$ cat config.mk
export PLATFORM = sky130hd
export DESIGN_NAME = paddle
export DESIGN_NICKNAME = d
export VERILOG_FILES = /design/src/rtl/paddle.sv
export SDC_FILE = /design/constraint.sdc
export NUM_CORES = 1
export LEC_CHECK = 0
export BUFFER_PORTS_ARGS = -buffer_cell sky130_fd_sc_hd__buf_2
export CORE_MARGIN = 1
export CORE_UTILIZATION = 45
export CTS_BUF_LIST = sky130_fd_sc_hd__clkbuf_4 sky130_fd_sc_hd__clkbuf_8 sky130_fd_sc_hd__clkbuf_16
export CTS_CLUSTER_SIZE = 20
export DETAILED_ROUTE_END_ITERATION = 8
export PLACE_DENSITY_LB_ADDON = 0.25
export SKIP_LAST_GASP = 1
export SYNTH_ARGS = -nofsm -noshare
export SYNTH_HDL_FRONTEND = slang
export SYNTH_SLANG_ARGS = --single-unit
$ cat constraint.sdc
create_clock -name frame_clk -period 3.2 [get_ports frame_clk]
set_input_delay 0.32 -clock frame_clk [delete_from_list [all_inputs] [get_ports frame_clk]]
set_output_delay 0.32 -clock frame_clk [all_outputs]
set_load 0.01 [all_outputs]
$ cat src/rtl/paddle.sv
// Breakout paddle: keycode decode, per-frame move FSM, wall clamp. Accel/brake ramp when PADDLE_ACCEL_EN is defined.
// All outputs registered: one frame from key change to BarX change. There is no backpressure; one update per frame_clk edge.
module paddle #(
    parameter logic [9:0] X_START   = 10'd320,
    parameter logic [9:0] Y_POS     = 10'd460,
    parameter logic [9:0] HALF_W    = 10'd32,
    parameter logic [9:0] HALF_H    = 10'd4,
    parameter logic [9:0] X_MIN     = 10'd0,
    parameter logic [9:0] X_MAX     = 10'd639,
    parameter logic [3:0] MAX_SPEED = 4'd6
) (
    input  logic       frame_clk,
    input  logic       Reset,
    input  logic [7:0] keycode,
    input  logic       Ball_out,
    output logic [9:0] BarX,
    output logic [9:0] BarY,
    output logic [9:0] Bar_Sizex,
    output logic [9:0] Bar_Sizey,
    output logic [3:0] Bar_Speed,
    output logic       Bar_Wall
);

    typedef enum logic [1:0] {S_IDLE, S_MOVE_L, S_MOVE_R, S_BRAKE} state_t;

    localparam logic       DIR_L  = 1'b0;
    localparam logic       DIR_R  = 1'b1;
    localparam logic [9:0] X_LEFT  = X_MIN + HALF_W;
    localparam logic [9:0] X_RIGHT = X_MAX - HALF_W;

    state_t     r_state, w_state_next;
    logic       r_dir, w_dir_next;
    logic [3:0] r_speed, w_speed_next, w_speed_out;
    logic [9:0] r_x, w_x_next;
    logic       r_wall;
    logic       w_key_l, w_key_r;
    logic [10:0] w_x_ext, w_spd_ext;

    assign w_key_l = (keycode == 8'h04) || (keycode == 8'h50);
    assign w_key_r = (keycode == 8'h07) || (keycode == 8'h4F);

`ifdef PADDLE_ACCEL_EN
    logic       w_same_held, w_opp_held;
    logic [3:0] w_speed_inc, w_speed_dec;

    assign w_same_held = (r_dir == DIR_R) ? w_key_r : w_key_l;
    assign w_opp_held  = (r_dir == DIR_R) ? w_key_l : w_key_r;
    assign w_speed_inc = (r_speed >= MAX_SPEED) ? MAX_SPEED : r_speed + 4'd1;
    // Saturate so a brake entered from a clamped (speed 0) frame cannot wrap.
    assign w_speed_dec = (r_speed == 4'd0) ? 4'd0 : r_speed - 4'd1;
`endif

    always_comb begin : next_state
        w_state_next = r_state;
        w_dir_next   = r_dir;
        w_speed_next = r_speed;
`ifdef PADDLE_ACCEL_EN
        case (r_state)
            S_IDLE: begin
                w_speed_next = 4'd0;
                if (w_key_l) begin
                    w_state_next = S_MOVE_L;
                    w_dir_next   = DIR_L;
                    w_speed_next = 4'd1;
                end else if (w_key_r) begin
                    w_state_next = S_MOVE_R;
                    w_dir_next   = DIR_R;
                    w_speed_next = 4'd1;
                end
            end
            S_MOVE_L, S_MOVE_R: begin
                if (w_same_held) begin
                    w_speed_next = w_speed_inc;
                end else begin
                    w_state_next = S_BRAKE;
                    w_speed_next = w_speed_dec;
                end
            end
            S_BRAKE: begin
                if (w_same_held) begin
                    w_state_next = (r_dir == DIR_R) ? S_MOVE_R : S_MOVE_L;
                    w_speed_next = w_speed_inc;
                end else begin
                    w_speed_next = w_speed_dec;
                    if (w_speed_dec == 4'd0) begin
                        if (w_opp_held) begin
                            w_state_next = (r_dir == DIR_R) ? S_MOVE_L : S_MOVE_R;
                            w_dir_next   = ~r_dir;
                        end else begin
                            w_state_next = S_IDLE;
                        end
                    end
                end
            end
            default: begin
                w_state_next = S_IDLE;
                w_speed_next = 4'd0;
            end
        endcase
`else
        case (r_state)
            S_IDLE, S_MOVE_L, S_MOVE_R: begin
                if (w_key_l) begin
                    w_state_next = S_MOVE_L;
                    w_dir_next   = DIR_L;
                    w_speed_next = MAX_SPEED;
                end else if (w_key_r) begin
                    w_state_next = S_MOVE_R;
                    w_dir_next   = DIR_R;
                    w_speed_next = MAX_SPEED;
                end else begin
                    w_state_next = S_IDLE;
                    w_speed_next = 4'd0;
                end
            end
            default: begin
                w_state_next = S_IDLE;
                w_speed_next = 4'd0;
            end
        endcase
`endif
    end

    // Compare in 11 bits so BarX - speed can never underflow before the clamp decision.
    always_comb begin : move_clamp
        w_x_ext     = {1'b0, r_x};
        w_spd_ext   = {7'd0, w_speed_next};
        w_speed_out = w_speed_next;
        w_x_next    = r_x;
        if (w_dir_next == DIR_L) begin
            if (w_x_ext < ({1'b0, X_LEFT} + w_spd_ext)) begin
                w_x_next    = X_LEFT;
                w_speed_out = 4'd0;
            end else begin
                w_x_next = r_x - {6'd0, w_speed_next};
            end
        end else begin
            if ((w_x_ext + {1'b0, HALF_W} + w_spd_ext) > {1'b0, X_MAX}) begin
                w_x_next    = X_RIGHT;
                w_speed_out = 4'd0;
            end else begin
                w_x_next = r_x + {6'd0, w_speed_next};
            end
        end
    end

    always_ff @(posedge frame_clk or posedge Reset) begin
        if (Reset) begin
            r_state <= S_IDLE;
            r_dir   <= DIR_R;
            r_speed <= 4'd0;
            r_x     <= X_START;
            r_wall  <= 1'b0;
        end else if (Ball_out) begin
            r_state <= S_IDLE;
            r_speed <= 4'd0;
            r_x     <= X_START;
            r_wall  <= (X_START == X_LEFT) || (X_START == X_RIGHT);
        end else begin
            r_state <= w_state_next;
            r_dir   <= w_dir_next;
            r_speed <= w_speed_out;
            r_x     <= w_x_next;
            r_wall  <= (w_x_next == X_LEFT) || (w_x_next == X_RIGHT);
        end
    end

    assign BarX      = r_x;
    assign BarY      = Y_POS;
    assign Bar_Sizex = HALF_W;
    assign Bar_Sizey = HALF_H;
    assign Bar_Speed = r_speed;
    assign Bar_Wall  = r_wall;

endmodule

# Word-level counts from Yosys, hierarchy flattened

Index checks and enable logic that the tools add are counted.

Register bits after elaboration: 18
Bits in latches: 0
RAM bits: 0
ROM bits: 0
Bits of input ports: 11
Word-level logic and storage cells: 44
Memories kept: 0

Add/sub/neg operators: 5
Multipliers: 0
Div/mod/pow operators: 0
$lt $le $gt $ge: 2
Equality and inequality tests: 8
Shift-type cells: 0
Multiplexer cells: 19
Bitwise logic cells: 0
Reductions and logical operators: 5

Operators with widths:

| operator                | number |
|---|---|
| $mux W10                | 4 |
| $mux W4                 | 5 |
| $eq A8 B3 Y1 const B    | 2 |
| $eq A8 B7 Y1 const B    | 2 |
| $add A10 B6 Y11 const B | 1 |
| $add A11 B4 Y11         | 1 |
| $gt A11 B10 Y1 const B  | 1 |
| $add A10 B4 Y10         | 1 |
| $eq A10 B10 Y1 const B  | 1 |
| $eq A10 B6 Y1 const B   | 1 |
| $lt A10 B7 Y1           | 1 |
| $sub A10 B4 Y10         | 1 |
| $mux W2                 | 4 |
| $add A6 B4 Y7 const A   | 1 |
| $mux W3                 | 2 |
| $mux W1                 | 4 |
| $logic_or A1 B1 Y1      | 3 |
| $reduce_or A3 Y1        | 1 |
| $eq A2 B1 Y1 const B    | 1 |
| $eq A2 B2 Y1 const B    | 1 |
| $logic_not A2 Y1        | 1 |

# Depth between registers and ports, before layout

Word-level depth: 12
Mapped depth: 15
Depth with buffers taken out: 15

# Worst setup path after synthesis

No wires, ideal clock.

Path kind: input to register
Start: input keycode[6]
End: register r_wall (netlist: Bar_Wall)
Data arrival time: 3.270 ns
Setup slack: -0.146 ns
Cell stages on the path: 14
Path through: and3b_1 > o211ai_1 > and2_1 > inv_1 > ha_1 > fa_1 > nand3_1 > nor4_1 > a2bb2oi_1 > a211oi_2 > a221oi_2 > o2111ai_1 > or4_1 > o21ai_1

Longest elaborated chain between the ends: 12

Ends and longest elaborated chain:

| what                                                    | line     | RTL |
|---|---|---|
| start: declaration                                      | 14       | `input logic [7:0] keycode,` |
| $eq A8 B3 Y1 / $eq A8 B7 Y1 (equally long branches)     | 40       | `assign w_key_r = (keycode == 8'h07) \|\| (keycode == 8'h4F);` |
| $logic_or A1 B1 Y1                                      | 40       |  |
| $mux W3                                                 | 107      | `end else if (w_key_r) begin` |
| $mux W3                                                 | 103      | `if (w_key_l) begin` |
| $mux W4                                                 | 101      | `case (r_state)` |
| $add A11 B4 Y11 / $add A6 B4 Y7 (equally long branches) | 138, 131 |  |
| $gt A11 B10 Y1 / $lt A10 B7 Y1 (equally long branches)  | 138, 131 |  |
| $mux W10, on equally long branches                      | 138, 131 |  |
| $mux W10 *                                              | 130      | `if (w_dir_next == DIR_L) begin` |
| $eq A10 B6 Y1 / $eq A10 B10 Y1 (equally long branches)  | 164      | `r_wall <= (w_x_next == X_LEFT) \|\| (w_x_next == X_RIGHT);` |
| $logic_or A1 B1 Y1 *                                    | 164      |  |
| $mux W1 *                                               | 154      | `end else if (Ball_out) begin` |
| end signal: assignment                                  | 158      | `r_wall <= (X_START == X_LEFT) \|\| (X_START == X_RIGHT);` |
| end signal: assignment                                  | 164      |  |
| end: declaration                                        | 35       | `logic r_wall;` |

Every way passes the cells marked *; elsewhere a longest branch is shown, timed or not.
A chain may end at the register's enable or synchronous reset.

# Final worst setup path

Start: register r_state[0]
End: register r_wall (netlist: Bar_Wall)

Longest elaborated chain between the ends: 10

Ends and longest elaborated chain:

| what                                                    | line     | RTL |
|---|---|---|
| start: declaration                                      | 31       | `state_t r_state, w_state_next;` |
| start signal: assignment                                | 160      | `r_state <= w_state_next;` |
| $eq A2 B1 Y1 (tied with other cells)                    | 101      |  |
| $reduce_or A3 Y1 *                                      | 101      |  |
| $mux W4                                                 | 101      |  |
| $add A11 B4 Y11 / $add A6 B4 Y7 (equally long branches) | 138, 131 |  |
| $gt A11 B10 Y1 / $lt A10 B7 Y1 (equally long branches)  | 138, 131 |  |
| $mux W10, on equally long branches                      | 138, 131 |  |
| $mux W10 *                                              | 130      |  |
| $eq A10 B6 Y1 / $eq A10 B10 Y1 (equally long branches)  | 164      |  |
| $logic_or A1 B1 Y1 *                                    | 164      |  |
| $mux W1 *                                               | 154      |  |

Marks and branches as above.

==> flow_summary.toml <==
[cells_and_area]
mostFrequentLayoutCell = "buf_4"
fin_cells = 297
finalInstanceArea_um2 = 2039
nNetsFinal = 269
synthToLayoutAreaGrowth_pct = 28.14
drive_gt1_share_pct = 41.04
antenna_cells = 0
layout_common_cells = "buf_4, conb_1, buf_2, nor2_1, dfrtp_1"

[grt]
grt_util_met2_pct = 34.16
grt_max_degree = 16
grt_pass1_wl_um = 5885
grt_pass1_vias = 1299
grt_util_met1_pct = 29.48
antenna_found_initial = 0
met3_usage_pct = 1.050
overflow = 0
track_usage_pct = 21.27
top_usage_layer = "met2"

[synth]
synthSimpleGateAreaFrac_pct = 24.69
synth_flop_cell = "dfrtp_1"
ys_seq_area_share_pct = 23.82
synth_edf_count = 0
synth_top_family_by_area = "simple AND/OR/NAND/NOR gates"
synth.area.top_cells = "dfrtp_1, buf_4, dfstp_2"
ys_types = 54
synth_warnings = 0
yosys.area.top_type_share_pct = 18.87
yosysTopAreaCell = "dfrtp_1"
synthesis.area_um2 = 1592
synth_xor_area_share_pct = 1.651
ys_ff_latch = 15
syn_inst = 196
synthAdderAreaFrac_pct = 5.660
synth.avg_cell_area_um2 = 8.120
synthMuxAreaShare_pct = 0
synth_compound_area_share_pct = 22.56
synthArstFlopShare_pct = 100.0

[clock_network]
cts_hold_buf = 0
htreeDepth = 1
clkTransAtPathRegs_ns = 0.10
clock_path_buffers = 2
cts_sinks = 15
clkLatencyLatePin_ns = 0.30
cts_tree = "done"
numCtsBuffers = 3
root_buffer = "clkbuf_4"

[die]
io_pins = 56
initial_core_util_pct = 47.32
die_area_um2 = 3779
core_um2 = 3363
die_height_um = 61.47
rows = 21
dieWidth_um = 61.47

[detailed_routing]
antenna_left = 0
vias = 1517
wl_per_cell_um = 13.17
wl_um = 3912
dr.pass1.iters = 4
drc = 0
drt_iter0_drc = 81
drt-vias-per-instance = 5.108

[place]
dp_hpwl_um = 2799
placement.io_buffers = 23
dp_cells = 282
post_dp_cell_area_um2 = 1804
pre_cts_slack_ns = -0.3294
routabilityCongestion = 0.8554

[pwr]
p_switching_uw = 212.7
leakage_uw = 0.0009452
p_sw_share_pct = 38.07
ir_drop_mv = 0.2911
p_seq_share_pct = 41.0
combPwrFrac_pct = 38.7
p_int_uw = 346.0
p_clk_share_pct = 20.2
power-per-cell-area_nw_per_um2 = 274.0

[sta]
fin_skew_ns = 0.007878
setup_tns_ns = -0.1792
fmax_mhz = 295.9
period_needed_ns = 3.379
setup_viol_count_final = 1
rsz0062_at_grt = "true"
worstMarginPinSlew_ns = 0.5753
slew_headroom_pct = 60.65
hold_viol = 0
fin_crit_sh_pct = 105.6
drv_slew = 0
setup_ws_ns = -0.1792

[setup_path]
cp-end-kind = "flip-flop"
crit_fanout = 4
path_class = "flip-flop to flip-flop"
crit_path_start_kind = "flip-flop"
r2r-start = "r_state[0]"
crit_buf_inv = 1
cpMaxStageDelayCell = "or4_1"
crit_chain = "a211oi_2 -> o211ai_1 -> and2_4 -> buf_4 -> ha_1 -> nand2b_1 -> a21o_1 -> or3_1 -> xnor2_1 -> a221oi_2 -> o2111ai_1 -> or4_1 -> o21ai_1"
cp.arrival_ns = 3.61
worstPathRequired_ns = 3.43
critPathLaunch = "r_state[0]"
critical-path-top-delay-family = "compound AO/OA/AOI/OAI gates"
max_stage_delay_ns = 0.41

[run_status]
status = "complete, but fails checks"
violations = "negative setup slack"

[min_path]
hold_class = "input port to asynchronous set/reset pin"

[run]
drv_cap = 0
==> final timing paths <==
check                      endpoint  slack, ns  cells past startpoint
setup / recovery           Bar_Wall      -0.18                     13
hold / removal              BarX[5]       0.06                      2
setup reg to reg           Bar_Wall      -0.18                     13
max in group asynchronous     r_dir       2.76                      2
min in group frame_clk      BarX[5]       0.32                      2
hold reg to reg               r_dir       0.52                      2
==> cell type report <==
class / count / area, um^2
Clock buffer: 3 / 22.52
Clock inverter: 1 / 5.005
Fill cell: 320 / 1324
Inverter: 10 / 37.54
Multi-Input combinational cell: 159 / 1119
Sequential cell: 15 / 379.1
Tap cell: 46 / 57.56
Timing Repair Buffer: 63 / 419.2
==> metal layers <==
layer | part of all wire [%] | wire, um
met1 | 46 | 1781
met2 | 49 | 1902
met3 | 3.9 | 152
met4 | 1.9 | 76
met5 | 0 | 0
==> state kept, by name, summed over array words and instances, names as in the netlist <==
| register | count |
|---|---|
| BarX | 10 |
| Bar_Wall | 1 |
| Bar_Speed | 1 |
| r_dir | 1 |
| r_state | 2 |
==> cells in the mapped netlist (all sizes together), types with 2 or more instances <==
| cell type | count |
|---|---|
| a211oi | 4 |
| a21oi | 10 |
| nor3b | 2 |
| nand2 | 11 |
| a2111oi | 2 |
| fa | 2 |
| ha | 4 |
| a22oi | 2 |
| nor4 | 4 |
| o2111ai | 2 |
| a21bo | 2 |
| nor2 | 15 |
| a221oi | 2 |
| nor3 | 2 |
| dfrtp | 12 |
| and3 | 2 |
| buf | 40 |
| o21ai | 8 |
| o211ai | 4 |
| inv | 10 |
| o41ai | 2 |
| clkbuf | 2 |
| nand3 | 11 |
| nor2b | 4 |
| xnor2 | 3 |
| and2 | 6 |
| nand2b | 3 |
| dfstp | 3 |
| conb | 2 |
| or3 | 5 |
==> power groups by stage <==
stage	Combinational, uW	Sequential [uW]	Clock [uW]
2_1_floorplan	159	219	0
3_3_place_gp	189	229	0
3_5_place_dp	189	229	0
4_1_cts	194	226	111
5_1_grt	240	232	124
6_report	216	229	113
==> cell families (layout without fill, tap and decap cells) <==
| group | after synthesis | after routing |
|---|---|---|
| simple gates | 71 | 71 |
| flops | 15 | 15 |
| other cells | 2 | 32 |
| xor+xnor | 3 | 3 |
| buf+inv | 52 | 77 |
| compound gates | 47 | 47 |
| fa+ha+maj | 6 | 6 |
==> per-stage QoR <==
step / hold slack (ns) / power [uW] / util [%]
after floorplan: 0.2193 / 377.9 / -
after global placement: 0.3983 / 418.1 / 53.65
after detailed placement: 0.3956 / 418.4 / 53.65
after CTS: 0.08554 / 531.3 / 56.32
after global routing: 0.1045 / 595.6 / 60.64
final: 0.05740 / 558.7 / 60.64
==> timing repair <==
item / CTS / global route
pin swaps: 0 / 6
gates resized for setup: 4 / 22
setup buffers: 6 / 5
endpoints found under the setup margin: 4 / 9
Note: power is estimated with default switching activity, not from simulation.
